===== config.mk =====
export PLATFORM = sky130hd
export DESIGN_NAME = serial_subtractor_flat
export DESIGN_NICKNAME = d
export VERILOG_FILES = /design/src/rtl/serial_subtractor_if.sv /design/src/rtl/serial_subtractor.sv /design/src/flat_wrapper.sv
export SDC_FILE = /design/constraint.sdc
export NUM_CORES = 1
export LEC_CHECK = 0
export ABC_AREA = 1
export ABC_CLOCK_PERIOD_IN_PS = 1300
export CAP_MARGIN = 10
export CORE_MARGIN = 5
export CORE_UTILIZATION = 30
export DETAILED_ROUTE_END_ITERATION = 10
export PLACE_DENSITY_LB_ADDON = 0.25
export SETUP_SLACK_MARGIN = 0.4
export SYNTH_ARGS = -nofsm -noshare
export SYNTH_HDL_FRONTEND = slang
export SYNTH_SLANG_ARGS = --single-unit

===== constraint.sdc =====
create_clock -name clk -period 1.3 [get_ports clk]
set_input_delay 0.26 -clock clk [delete_from_list [all_inputs] [get_ports clk]]
set_output_delay 0.26 -clock clk [all_outputs]
set_load 0.03 [all_outputs]

===== src/rtl/serial_subtractor_if.sv =====
// Controller-facing handshake and operand bundle for serial_subtractor.
// Carries the mode bit only when SERIAL_SUB_ADD_MODE_EN is defined.
interface serial_subtractor_if #(
    parameter int WIDTH = 8
);
    logic             start;
    logic [WIDTH-1:0] a;
    logic [WIDTH-1:0] b;
    logic             bin;
    logic             busy;
    logic             done;
    logic [WIDTH-1:0] diff;
    logic             bout;
`ifdef SERIAL_SUB_ADD_MODE_EN
    logic             mode;

    modport master (
        output start, a, b, bin, mode,
        input  busy, done, diff, bout
    );
    modport slave (
        input  start, a, b, bin, mode,
        output busy, done, diff, bout
    );
`else
    modport master (
        output start, a, b, bin,
        input  busy, done, diff, bout
    );
    modport slave (
        input  start, a, b, bin,
        output busy, done, diff, bout
    );
`endif
endinterface


===== src/rtl/serial_subtractor.sv =====
// Bit-serial a - b - bin, LSB first, one bit per clock, start/busy/done.
// SERIAL_SUB_ADD_MODE_EN adds a mode input selecting a + b + cin instead.
module serial_subtractor #(
    parameter int WIDTH = 8
) (
    input logic               clk,
    input logic               rst,
    serial_subtractor_if.slave bus
);
    localparam int CW = $clog2(WIDTH);

    typedef enum logic [1:0] {
        IDLE,
        SHIFT,
        DONE
    } state_t;

    state_t           state;
    state_t           nxt;
    logic [WIDTH-1:0] a_sh;
    logic [WIDTH-1:0] b_sh;
    logic [WIDTH-1:0] d_sh;
    logic [CW-1:0]    cnt;
    logic             br;
    logic             bo_r;
    logic             x;
    logic             y;
    logic             d;
    logic             br_nxt;
    logic             last;
`ifdef SERIAL_SUB_ADD_MODE_EN
    logic             add_r;
`endif

    always_comb begin
        x    = a_sh[0];
        y    = b_sh[0];
        d    = x ^ y ^ br;
        last = (cnt == CW'(WIDTH - 1));
`ifdef SERIAL_SUB_ADD_MODE_EN
        // br doubles as the carry when adding
        if (add_r)
            br_nxt = (x & y) | ((x ^ y) & br);
        else
            br_nxt = (~x & y) | (~(x ^ y) & br);
`else
        br_nxt = (~x & y) | (~(x ^ y) & br);
`endif
    end

    always_ff @(posedge clk or posedge rst) begin
        if (rst)
            state <= IDLE;
        else
            state <= nxt;
    end

    always_comb begin
        nxt = state;
        case (state)
            IDLE:    if (bus.start) nxt = SHIFT;
            SHIFT:   if (last) nxt = DONE;
            DONE:    nxt = IDLE;
            default: nxt = IDLE;
        endcase
    end

    always_ff @(posedge clk or posedge rst) begin
        if (rst) begin
            a_sh <= '0;
            b_sh <= '0;
            d_sh <= '0;
            cnt  <= '0;
            br   <= 1'b0;
            bo_r <= 1'b0;
`ifdef SERIAL_SUB_ADD_MODE_EN
            add_r <= 1'b0;
`endif
        end else if (state == IDLE) begin
            if (bus.start) begin
                a_sh <= bus.a;
                b_sh <= bus.b;
                br   <= bus.bin;
                cnt  <= '0;
                d_sh <= '0;
`ifdef SERIAL_SUB_ADD_MODE_EN
                add_r <= bus.mode;
`endif
            end
        end else if (state == SHIFT) begin
            a_sh <= a_sh >> 1;
            b_sh <= b_sh >> 1;
            d_sh <= {d, d_sh[WIDTH-1:1]};
            br   <= br_nxt;
            cnt  <= cnt + CW'(1);
            if (last)
                bo_r <= br_nxt;
        end
    end

    assign bus.busy = (state == SHIFT);
    assign bus.done = (state == DONE);
    assign bus.diff = d_sh;
    assign bus.bout = bo_r;
endmodule


===== src/flat_wrapper.sv =====
// flat-port wrapper written by rule: the top's interface ports become plain ports
module serial_subtractor_flat 
#(
    parameter int WIDTH = 8
)
  (clk, rst, bus_start, bus_a, bus_b, bus_bin, bus_busy, bus_done, bus_diff, bus_bout);
  serial_subtractor_if #(.WIDTH(WIDTH)) bus_i ();
  input logic clk;
  input logic rst;
  input wire logic [$bits(bus_i.start)-1:0] bus_start;
  input wire logic [$bits(bus_i.a)-1:0] bus_a;
  input wire logic [$bits(bus_i.b)-1:0] bus_b;
  input wire logic [$bits(bus_i.bin)-1:0] bus_bin;
  output wire logic [$bits(bus_i.busy)-1:0] bus_busy;
  output wire logic [$bits(bus_i.done)-1:0] bus_done;
  output wire logic [$bits(bus_i.diff)-1:0] bus_diff;
  output wire logic [$bits(bus_i.bout)-1:0] bus_bout;
  assign bus_i.start = bus_start;
  assign bus_i.a = bus_a;
  assign bus_i.b = bus_b;
  assign bus_i.bin = bus_bin;
  assign bus_busy = bus_i.busy;
  assign bus_done = bus_i.done;
  assign bus_diff = bus_i.diff;
  assign bus_bout = bus_i.bout;
  serial_subtractor #(.WIDTH(WIDTH)) u_core (.clk(clk), .rst(rst), .bus(bus_i));
endmodule

==> results.py <==
metrics = {
    "outcome": {
        "status": "complete, but fails checks",
        "violations": "setup timing",
    },
    "floorplanning": {
        "die_area_um2": 6980,
        "dieWidth_um": 83.6,
        "ios": 31,
        "initial_utilization_pct": 31.4,
        "core_um2": 5170,
        "die_h_um": 83.6,
        "num_rows": 26,
    },
    "sta": {
        "max_freq_ghz": 0.741,
        "rsz0062_at_grt": "true",
        "finalSetupViolations": 2,
        "hold_ws_ns": 0.358,
        "fin_crit_ns": 1.35,
        "fin_crit_sh_pct": 104,
        "slew-limit-headroom_pct": 78.9,
        "slew_viol_final": 0,
        "worst_slack_ns": -0.0502,
        "setup_tns_ns": -0.0947,
        "hold_viol_final": 0,
        "finClkSkew_ns": 0.00259,
        "worst_pin_slew_ns": 0.315,
    },
    "global_route": {
        "grt_overflow": 0,
        "grt_pass1_vias": 1464,
        "grt_antenna_before_repair": 0,
        "grt_max_degree": 32,
        "grt_pass1_wl_mm": 6.84,
        "grt_usage_pct": 12.2,
    },
    "critical_path": {
        "cpMaxStageDelayCell": "dfrtp_1",
        "cp.arrival_ns": 1.09,
        "end_kind": "output port",
        "criticalPathCategory": "flop to output port",
        "r2r_start": "u_core.state[0]",
        "crit_family": "flip-flops",
        "startpoint": "u_core.state[0]",
        "crit_buf_inv": 3,
        "critPathLaunchType": "flop",
        "worstPathMaxFanout": 3,
        "max_stage_delay_ns": 0.43,
        "cp_cell_sequence": "buf_12 > nand2_8 > inv_8 > buf_6",
        "cp.required_ns": 1.04,
    },
    "synth": {
        "yosysMostFrequentCell": "nand2_1",
        "syn_area_per_cell_um2": 8.82,
        "syn_inst": 184,
        "yosys-top-cells-count": "nand2_1, dfrtp_1, inv_1, o21ai_0, nand3_2",
        "syn_area_um2": 1620,
        "ys_seq_area_share_pct": 47.8,
        "synth-seq-cells": 31,
        "synthTopCellsByArea": "dfrtp_1, nand2_1, o21ai_0",
        "synth_top_area_share_pct": 47.8,
        "synth-edff-count": 0,
        "ys_warn_count": 0,
        "synth_cell_types": 23,
        "synthesis.nets": 207,
        "synthFlopType": "dfrtp_1",
        "ys_async_sr_fraction_pct": 100,
        "yosys.area.top_type": "dfrtp_1",
    },
    "final_layout": {
        "area_delta_synth_final_pct": 56.8,
        "drive_above_1_share_pct": 38.4,
        "n_antenna_cell": 0,
        "finalNetCount": 269,
        "nFillCells": 494,
    },
    "clocking": {
        "clkTransAtPathRegs_ns": 0.06,
        "cts_root_buf": "clkbuf_8",
        "htree_levels": 2,
        "cts_buffer_depth": 2,
        "worstSkewPairLatency_ns": 0.28,
        "cts_sinks": 31,
        "cts_tree": "done",
        "numCtsBuffers": 5,
    },
    "route": {
        "drc_errors": 0,
        "drt_pre_antenna_iters": 4,
        "wl_per_cell_um": 12.8,
        "antenna_left": 0,
        "drtIter0Drc": 114,
        "num_vias": 1369,
        "drt-total-wl_mm": 4.05,
        "viasPerCell": 4.35,
    },
    "run": {
        "cap_viol_max_count": 0,
    },
    "placement": {
        "dp_hpwl_mm": 2.27,
        "portBuffers": 30,
        "gp_congestion": 0.703,
    },
    "power": {
        "powerDensity_nw_per_um2": 2240,
        "p_clk_share_pct": 11.9,
        "vdd_drop_max_mv": 1.18,
        "swShare_pct": 40.7,
        "p_sw_uw": 2320,
        "p_comb_share_pct": 58.7,
        "p_leak_uw": 0.00121,
        "internal_power_uw": 3390,
        "sequentialPowerShare_pct": 29.4,
    },
    "worst_hold_path": {
        "hold_path_class": "primary input to async pin",
    },
}
-- path summary, 6_finish.rpt --
kind	end	slack, ns	depth (start not counted)
max reg2reg	u_core.b_sh[3]	0.02	6
min reg2reg	u_core.b_sh[3]	0.47	2
min in group clk	u_core.b_sh[3]	0.47	2
max in group asynchronous	u_core.bus.bout	0.76	3
max	bus_busy	-0.05	4
min	u_core.bus.diff[0]	0.36	3
-- timing repair --
action	4_1_cts	5_1_grt
setup buffers	14	6
setup endpoints to repair	42	42
resized for setup	45	21
pin swaps	5	13
endpoints found under the hold margin	0	0
cloned	2	2
hold buffers	0	0
-- registers in the layout (all words and copies together), names as in the netlist --
name,flops
u_core.a_sh,8
u_core.b_sh,8
u_core.br,1
u_core.bus.bout,1
u_core.bus.diff,8
u_core.cnt,3
u_core.state,2
-- power by group through the flow --
stage / Sequential (uW) / Combinational [uW] / Clock, uW
6_report: 1680 / 3350 / 679
5_1_grt: 1730 / 3690 / 749
4_1_cts: 1670 / 3040 / 702
3_5_place_dp: 1680 / 2360 / 0
3_3_place_gp: 1680 / 2320 / 0
2_1_floorplan: 1860 / 1510 / 0
-- layout make-up --
class	count	area, um2	share of cell area [%]
inverter	23	100	3.93
multi-input combinational	125	855	33.6
sequential	31	777	30.5
timing repair buffer	60	653	25.7
clock buffer	6	72.6	2.85
tap	70	87.6	3.44
-- per-layer routing --
metal	wire length [um]	GRT usage, %
met1	1870	15.7
met2	1950	19.5
met3	158	3.75
met4	71	3.95
met5	0	0
-- layout by cell type, fill, tap and decap left out --
cell	count
clkbuf_8	5
o21ai_4	1
clkdlybuf4s50_1	19
nand2_2	5
inv_4	1
or2_1	10
dfrtp_1	30
clkinvlp_4	1
nand2_1	54
inv_2	1
a21oi_1	1
or2_4	4
buf_4	18
o21ai_0	8
dfrtp_2	1
o21ai_2	6
nor2_4	2
clkbuf_1	1
fa_2	1
nand2_8	6
nand4_1	2
or2_2	1
bufbuf_16	1
o21ai_1	7
inv_1	19
buf_12	5
buf_6	16
ha_4	1
ha_2	1
buf_8	1
inv_8	1
nand3_2	15
-- worst min-delay path, cell delays in order --
cell and delay [ns]:
clkdlybuf4s50_1 0.44, clkinvlp_4 0.10, buf_12 0.19
-- metrics by stage --
stage | cells | total power (uW) | cell area [um2] | utilization (%) | setup WS, ns
after global routing | 315 | 6170 | 2540 | 49.2 | -0.0933
after floorplan | 184 | 3370 | 1670 | - | 0.240
after detailed placement | 285 | 4040 | 2060 | 39.9 | -0.107
final | 315 | 5710 | 2540 | 49.2 | -0.0502
after CTS | 307 | 5420 | 2400 | 46.4 | -0.0496
after global placement | 285 | 4010 | 2060 | 39.9 | -0.0709
-- kinds of logic (layout without fill, tap and decap cells) --
| logic type | after synthesis | count (layout) | share of synthesized area, % |
|---|---|---|---|
| buf+inv | 31 | 89 | 10.1 |
| simple gates | 96 | 99 | 31.5 |
| flops | 31 | 31 | 47.8 |
| fa+ha+maj | 3 | 3 | 2.78 |
| compound gates | 23 | 23 | 7.79 |
No activity file was read; power rests on OpenSTA's default activity.
